`config.mk`:
```
export PLATFORM = sky130hd
export DESIGN_NAME = instr_fetch
export DESIGN_NICKNAME = d
export VERILOG_FILES = /design/src/rtl/cr16_pkg.sv /design/src/rtl/fetch_slot.sv /design/src/rtl/instr_fetch.sv
export SDC_FILE = /design/constraint.sdc
export NUM_CORES = 1
export LEC_CHECK = 0
export BUFFER_PORTS_ARGS = -buffer_cell sky130_fd_sc_hd__buf_4
export CORE_ASPECT_RATIO = 0.5
export CORE_MARGIN = 2
export CORE_UTILIZATION = 44
export CTS_CLUSTER_SIZE = 14
export DETAILED_ROUTE_END_ITERATION = 16
export GPL_TIMING_DRIVEN = 1
export PLACE_DENSITY = 0.74
export SYNTH_ARGS = -nofsm -noshare
export SYNTH_HDL_FRONTEND = slang
export SYNTH_SLANG_ARGS = --single-unit
```
`constraint.sdc`:
```
create_clock -name I_CLK -period 1.7 [get_ports I_CLK]
set_input_delay 0.34 -clock I_CLK [delete_from_list [all_inputs] [get_ports I_CLK]]
set_output_delay 0.34 -clock I_CLK [all_outputs]
set_load 0.01 [all_outputs]
```
`src/rtl/cr16_pkg.sv`:
```
// Shared CR16 core definitions: default datapath widths and the fetch FSM states.
package cr16_pkg;

  localparam int unsigned CR16_ADDRESS_WIDTH = 16;
  localparam int unsigned CR16_DATA_WIDTH    = 16;

  typedef enum logic [1:0] {
    S_ISSUE = 2'd0,
    S_WAIT  = 2'd1,
    S_STALL = 2'd2,
    S_DRAIN = 2'd3
  } fetch_state_t;

endpackage

```
`src/rtl/fetch_slot.sv`:
```
// One buffered instruction: {data, address, valid}. Load wins over clear so a
// slot can be emptied by a transfer and refilled in the same cycle. Data and
// address only change on load, which keeps them stable while stalled.
module fetch_slot
  import cr16_pkg::*;
#(
  parameter int unsigned P_ADDRESS_WIDTH = CR16_ADDRESS_WIDTH,
  parameter int unsigned P_DATA_WIDTH    = CR16_DATA_WIDTH
) (
  input  logic                       clk,
  input  logic                       srst,
  input  logic                       load_i,
  input  logic                       clear_i,
  input  logic [P_DATA_WIDTH-1:0]    data_i,
  input  logic [P_ADDRESS_WIDTH-1:0] addr_i,
  output logic [P_DATA_WIDTH-1:0]    data_o,
  output logic [P_ADDRESS_WIDTH-1:0] addr_o,
  output logic                       valid_o
);

  logic [P_DATA_WIDTH-1:0]    data_q, data_d;
  logic [P_ADDRESS_WIDTH-1:0] addr_q, addr_d;
  logic                       valid_q, valid_d;

  // Next-state: load takes priority, otherwise clear only drops valid.
  always_comb begin
    data_d  = data_q;
    addr_d  = addr_q;
    valid_d = valid_q;
    if (load_i) begin
      data_d  = data_i;
      addr_d  = addr_i;
      valid_d = 1'b1;
    end else if (clear_i) begin
      valid_d = 1'b0;
    end
  end

  // Slot registers with synchronous reset to an empty, zeroed slot.
  always_ff @(posedge clk) begin
    if (srst) begin
      data_q  <= '0;
      addr_q  <= '0;
      valid_q <= 1'b0;
    end else begin
      data_q  <= data_d;
      addr_q  <= addr_d;
      valid_q <= valid_d;
    end
  end

  assign data_o  = data_q;
  assign addr_o  = addr_q;
  assign valid_o = valid_q;

endmodule

```
`src/rtl/instr_fetch.sv`:
```
// CR16 instruction fetch stage: issues one read per PC value, buffers up to two
// returned words (output + hold slot) and hands them to decode over valid/ready.
// A flush empties both slots and drains any read still in flight.
module instr_fetch
  import cr16_pkg::*;
#(
  parameter int unsigned P_ADDRESS_WIDTH = CR16_ADDRESS_WIDTH,
  parameter int unsigned P_DATA_WIDTH    = CR16_DATA_WIDTH
) (
  input  logic                       I_CLK,
  input  logic                       I_RESET,
  input  logic [P_ADDRESS_WIDTH-1:0] I_PC_ADDRESS,
  output logic                       O_PC_ENABLE,
  output logic [P_ADDRESS_WIDTH-1:0] O_MEM_ADDRESS,
  output logic                       O_MEM_READ,
  input  logic [P_DATA_WIDTH-1:0]    I_MEM_DATA,
  input  logic                       I_MEM_VALID,
  input  logic                       I_FLUSH,
  output logic [P_DATA_WIDTH-1:0]    O_INSTR,
  output logic [P_ADDRESS_WIDTH-1:0] O_INSTR_ADDRESS,
  output logic                       O_INSTR_VALID,
  input  logic                       I_INSTR_READY
);

  fetch_state_t               state_q, state_d;
  logic [P_ADDRESS_WIDTH-1:0] addr_q, addr_d;

  logic                       out_load, out_clear, out_from_hold;
  logic                       hold_load, hold_clear;
  logic [P_DATA_WIDTH-1:0]    out_data_in;
  logic [P_ADDRESS_WIDTH-1:0] out_addr_in;
  logic [P_DATA_WIDTH-1:0]    hold_data;
  logic [P_ADDRESS_WIDTH-1:0] hold_addr;
  logic                       hold_valid;
  logic                       transfer;

  assign transfer      = O_INSTR_VALID & I_INSTR_READY;
  // The memory address is just the PC; only O_MEM_READ qualifies it.
  assign O_MEM_ADDRESS = I_PC_ADDRESS;
  assign out_data_in   = out_from_hold ? hold_data : I_MEM_DATA;
  assign out_addr_in   = out_from_hold ? hold_addr : addr_q;

  // Next-state and control: reset silences everything, flush beats normal flow.
  always_comb begin
    state_d       = state_q;
    addr_d        = addr_q;
    O_MEM_READ    = 1'b0;
    O_PC_ENABLE   = 1'b0;
    out_load      = 1'b0;
    out_clear     = 1'b0;
    out_from_hold = 1'b0;
    hold_load     = 1'b0;
    hold_clear    = 1'b0;

    if (I_RESET) begin
      state_d = S_ISSUE;
    end else if (I_FLUSH) begin
      // PC controller loads the branch target on this enable pulse.
      O_PC_ENABLE = 1'b1;
      out_clear   = 1'b1;
      hold_clear  = 1'b1;
      unique case (state_q)
        S_WAIT, S_DRAIN: state_d = I_MEM_VALID ? S_ISSUE : S_DRAIN;
        default:         state_d = S_ISSUE;
      endcase
    end else begin
      out_clear = transfer;
      unique case (state_q)
        S_ISSUE: begin
          // Issue regardless of slot occupancy; the hold slot catches the return.
          O_MEM_READ  = 1'b1;
          O_PC_ENABLE = 1'b1;
          addr_d      = I_PC_ADDRESS;
          state_d     = S_WAIT;
        end
        S_WAIT: begin
          if (I_MEM_VALID) begin
            if (!O_INSTR_VALID || transfer) begin
              out_load = 1'b1;
              state_d  = S_ISSUE;
            end else begin
              hold_load = 1'b1;
              state_d   = S_STALL;
            end
          end
        end
        S_STALL: begin
          if (transfer) begin
            out_load      = hold_valid;
            out_from_hold = 1'b1;
            hold_clear    = 1'b1;
            state_d       = S_ISSUE;
          end
        end
        S_DRAIN: begin
          // Return of the read that was in flight at flush time is dropped.
          if (I_MEM_VALID) begin
            state_d = S_ISSUE;
          end
        end
        default: state_d = S_ISSUE;
      endcase
    end
  end

  // FSM state and outstanding-read address registers.
  always_ff @(posedge I_CLK) begin
    if (I_RESET) begin
      state_q <= S_ISSUE;
      addr_q  <= '0;
    end else begin
      state_q <= state_d;
      addr_q  <= addr_d;
    end
  end

  fetch_slot #(
    .P_ADDRESS_WIDTH(P_ADDRESS_WIDTH),
    .P_DATA_WIDTH   (P_DATA_WIDTH)
  ) u_out_slot (
    .clk    (I_CLK),
    .srst   (I_RESET),
    .load_i (out_load),
    .clear_i(out_clear),
    .data_i (out_data_in),
    .addr_i (out_addr_in),
    .data_o (O_INSTR),
    .addr_o (O_INSTR_ADDRESS),
    .valid_o(O_INSTR_VALID)
  );

  fetch_slot #(
    .P_ADDRESS_WIDTH(P_ADDRESS_WIDTH),
    .P_DATA_WIDTH   (P_DATA_WIDTH)
  ) u_hold_slot (
    .clk    (I_CLK),
    .srst   (I_RESET),
    .load_i (hold_load),
    .clear_i(hold_clear),
    .data_i (I_MEM_DATA),
    .addr_i (addr_q),
    .data_o (hold_data),
    .addr_o (hold_addr),
    .valid_o(hold_valid)
  );

endmodule

```
==> reports/results.txt <==
On the critical path, the stage with the largest delay is an instance of sky130_fd_sc_hd__dfxtp_4. At the end of routability-driven placement, the weighted congestion stood at 0.805. At the placement stage, the worst setup path has a slack of -0.0672 ns. The logs give 3132 for the number of vias after detailed routing and 48.8% for the share of synthesized area occupied by flip-flops and latches. In this run the remaining antenna-violating nets after routing total 0. From bottom edge to top edge, the die measures 66.6 um. The first detailed-routing pass ran for 4 iterations. The critical path arrival came out at 1.96 ns. Count of endpoints failing setup in the final report: 3. The number of diodes added for antenna fixing was 0; the total global-route track usage was 21.3%.

The via count of the first global-routing pass was 2884. The clock reaches the later pin of the worst-skew pair after 0.34 ns. Fill cells in the final layout number 677. The area taken by multi-input logic gates was 1550 sq um; the area overhead of the layout relative to synthesis was 33.9%. After synthesis, the cell types taking the most area are sky130_fd_sc_hd__dfxtp_1 (49%), sky130_fd_sc_hd__nand2_1 (18%), sky130_fd_sc_hd__a311oi_1 (8.1%). Clock-pin slew was measured on the worst setup and hold paths at 0.06 ns. TritonCTS built the clock tree. The most area-hungry cell type in the Yosys netlist was sky130_fd_sc_hd__dfxtp_1.

The cell count after synthesis is 443. The run gives 9.0% as the power share of the combinational group. The checks that failed: setup timing. In the routed layout, each cell is associated on average with a via count of 4.99. The run gives 46.8% as the portion of total power attributed to sequential cells. Traced cell by cell, the critical path runs through inv_4 -> ha_4 -> a32oi_4 -> nor4b_4 -> buf_6 -> buf_12 -> buf_16 -> nor2_1 -> a311oi_1. The final critical path takes up 101% of the cycle. The switching part of the total is 23.6%. In this run the worst hold path is classified as in2reg.

In this run the tightest slew margin relative to its limit is 75.1%. The run gives 4130 sq um as the area of placed instances. Entering global routing, the biggest net connects 87 pins. The final setup slack of the worst path is -0.0155 ns. For the starting density of the core, the log shows 46.2%. The combined flip-flop and latch cell area was 1690 sq um.

Cell family contributing the most delay on the critical path: buffers and inverters. The highest clock rate came out at 0.583 GHz. The cell row count is 22. The tools report the worst clock skew as 0.00434 ns. After the first detailed-routing iteration, the DRC count stood at 208. For this run, design rule violations remaining after detail routing come to 0. In the final design database the tool counted 556 nets. The number of synthesized register bits was 84. STA classifies the critical path endpoint as a flip-flop.

Internal power comes to 3.35 mW. Of all flip-flops after synthesis, the portion carrying an async set or reset was 0%. Class of the most critical setup path: reg2reg. Number of maximum-capacitance violations: 0.

Setup repair after global routing could not meet its margin everywhere. The post-route netlist has 27.3% of its cells at a drive strength greater than 1. The required time of the worst setup path was 1.94 ns; the worst stage delay on the critical path was 0.36 ns.

The width of the die was 129 um; the time the worst path needs with I/O delays and setup was 1.72 ns. The post-synthesis instance area was 3440 sq um; the slack of the worst reg-to-reg path was -0.02 ns. In the synthesized netlist, the cells that appear most often are sky130_fd_sc_hd__nand2_1 (162), sky130_fd_sc_hd__dfxtp_1 (84), sky130_fd_sc_hd__a21oi_1 (50). VDD sags by at most 576 uV. The first global-routing pass estimated 14000 um of wire.

The count of buffers inserted at the top-level ports was 87; the distinct cell type count of the synthesized netlist was 26. The clock power share is 44.2%, and the final wirelength is 8620 um. The measured slew at the worst slew-check pin is 0.373 ns. 88 I/O pins were placed. In the final routed layout, each cell accounts on average for 13.7 um. The run finished, with violations left. The run gives 8590 sq um as the die area.

During synthesis, Yosys emitted a total of 0 warnings. The mean area per synthesized cell came out at 7.77 sq um. Of the post-synthesis cell area, the dominant cell type holds 48.8%. In this run the power density over the cells is 951 nW/um^2. Clock tree synthesis found a total of 84 sinks. The number of pins with negative max-slew slack in the final report came out at 0.

STA classifies the critical path startpoint as a flip-flop. The total overflow left after global routing is 0. Post-layout utilization of the core: 61.8%. For the number of hold violations in the final report, the log shows 0. Counting flops with a built-in enable in the synthesized netlist gives 0. The number of levels the H-tree was split into came out at 3. The root buffer cell chosen for the clock tree is sky130_fd_sc_hd__clkbuf_16. The finished cells cover 4610 sq um. The most numerous cell in the Yosys netlist is sky130_fd_sc_hd__nand2_1.

The logs give 7460 sq um for the placeable core region and 5190 um for the placed wire-length estimate. The dominant register cell in the synthesized netlist is sky130_fd_sc_hd__dfxtp_1. Across all hold checks on the routed design, the worst slack comes to 0.251 ns. The critical path contains buffers and inverters numbering 4 combined.

Synthesized net count: 484. The cell leakage power is 1.79 nW. The number of antenna violations at the first check in global routing came out at 0. Along the worst path, the maximum fanout reaches 5. Total power for the finished layout comes to 4.38 mW. In this run, CTS created clock tree buffers numbering 9.

The longest clock path from root to sink contains 2 buffers. For this design the total switching power over the nets is 1.03 mW.
==> stage by stage <==
| stage | cells | setup TNS [ns] |
|---|---|---|
| 2_1_floorplan | 443 | 0 |
| 3_3_place_gp | 603 | 0 |
| 3_5_place_dp | 603 | -0.947 |
| 4_1_cts | 631 | -0.383 |
| 5_1_grt | 628 | -1.94 |
| 6_report | 628 | -0.0264 |
==> area by class of cell <==
| class | instances | area share [%] |
|---|---|---|
| Sequential cell | 84 | 36.6 |
| Timing Repair Buffer | 112 | 20.1 |
| Multi-Input combinational cell | 304 | 33.6 |
| Inverter | 4 | 0.380 |
| Clock inverter | 5 | 1.33 |
| Clock buffer | 11 | 5.05 |
| Tap cell | 108 | 2.93 |
==> state kept, by name (all words and copies together) (netlist names) <==
name                 flops
addr_q                  16
u_hold_slot.addr_o      16
u_hold_slot.data_o      16
u_out_slot.addr_o       16
u_out_slot.data_o       16
state_q                  2
u_hold_slot.valid_o      1
u_out_slot.valid_o       1
==> worst register-to-register path, cell delays in order (launching register included) <==
cell	delay [ns]
sky130_fd_sc_hd__dfxtp_4	0.36
sky130_fd_sc_hd__inv_4	0.06
sky130_fd_sc_hd__ha_4	0.15
sky130_fd_sc_hd__a32oi_4	0.11
sky130_fd_sc_hd__nor4b_4	0.28
sky130_fd_sc_hd__buf_6	0.18
sky130_fd_sc_hd__buf_12	0.11
sky130_fd_sc_hd__buf_16	0.11
sky130_fd_sc_hd__nor2_1	0.04
sky130_fd_sc_hd__a311oi_1	0.21
==> what timing repair did <==
item | CTS | global route
setup endpoints to repair | 33 | 34
pin swaps | 14 | 17
hold buffers | 0 | 0
setup buffers | 8 | 2
cloned | 4 | 0
resized for setup | 14 | 14
==> layout by cell type (no fill, tap or decap) <==
master,instances
sky130_fd_sc_hd__bufinv_16,1
sky130_fd_sc_hd__inv_6,1
sky130_fd_sc_hd__clkinvlp_4,3
sky130_fd_sc_hd__dfxtp_4,2
sky130_fd_sc_hd__a21bo_2,1
sky130_fd_sc_hd__o21bai_1,1
sky130_fd_sc_hd__nand2_1,162
sky130_fd_sc_hd__clkbuf_1,2
sky130_fd_sc_hd__a32oi_1,1
sky130_fd_sc_hd__a31oi_1,1
sky130_fd_sc_hd__nor3_1,1
sky130_fd_sc_hd__buf_6,4
sky130_fd_sc_hd__o21ai_0,1
sky130_fd_sc_hd__nand3_1,1
sky130_fd_sc_hd__nor3b_2,1
sky130_fd_sc_hd__or3b_2,1
sky130_fd_sc_hd__nor2b_1,1
sky130_fd_sc_hd__nor2_1,37
sky130_fd_sc_hd__a32oi_4,1
sky130_fd_sc_hd__buf_16,1
sky130_fd_sc_hd__and2_1,1
sky130_fd_sc_hd__buf_12,4
sky130_fd_sc_hd__a211oi_1,1
sky130_fd_sc_hd__inv_1,2
sky130_fd_sc_hd__a21oi_1,50
sky130_fd_sc_hd__a311oi_1,29
sky130_fd_sc_hd__ha_4,2
sky130_fd_sc_hd__dfxtp_1,82
sky130_fd_sc_hd__ha_1,2
sky130_fd_sc_hd__buf_4,103
sky130_fd_sc_hd__clkbuf_16,9
sky130_fd_sc_hd__nor2_4,1
sky130_fd_sc_hd__nor2_2,1
sky130_fd_sc_hd__and3_1,2
sky130_fd_sc_hd__inv_4,1
sky130_fd_sc_hd__nand2b_1,1
sky130_fd_sc_hd__nor4b_4,1
sky130_fd_sc_hd__inv_2,1
sky130_fd_sc_hd__a311oi_2,3
==> path summary, 6_finish.rpt <==
check / startpoint / to / cells after the start
worst max register to register: state_q[0] / u_out_slot.addr_o[12] / 9
worst min register to register: u_hold_slot.data_o[6] / u_hold_slot.data_o[6] / 2
worst max-delay path: state_q[0] / u_out_slot.addr_o[12] / 9
worst min-delay path: I_PC_ADDRESS[5] / addr_q[5] / 3
==> logic make-up after synthesis <==
group                      after synthesis  synth area share (%)
DFF                                     84                  48.8
buffers and inverters                   55                  8.58
adders and majority gates                4                  1.45
and+or+nand+nor                        211                  24.2
AOI/OAI and AO/OA                       89                  17.0
==> layer usage <==
layer / up-vias / GRT usage (%) / share of wire (%)
met1: 1433 / 27.0 / 47
met5: - / 0 / 0
li1: 1602 / - / -
met2: 89 / 35.6 / 46
met3: 8 / 4.90 / 5.9
met4: 0 / 8.15 / 0.81
==> power by group through the flow <==
stage	registers [mW]	logic, mW	clock network (mW)
final	2.05	0.394	1.94
after floorplan	2.09	0.201	0
after CTS	2.05	0.392	1.96
after global routing	2.06	0.438	2.04
after global placement	2.09	0.358	0
after detailed placement	2.09	0.362	0
No activity file was read; power rests on OpenSTA's default activity.
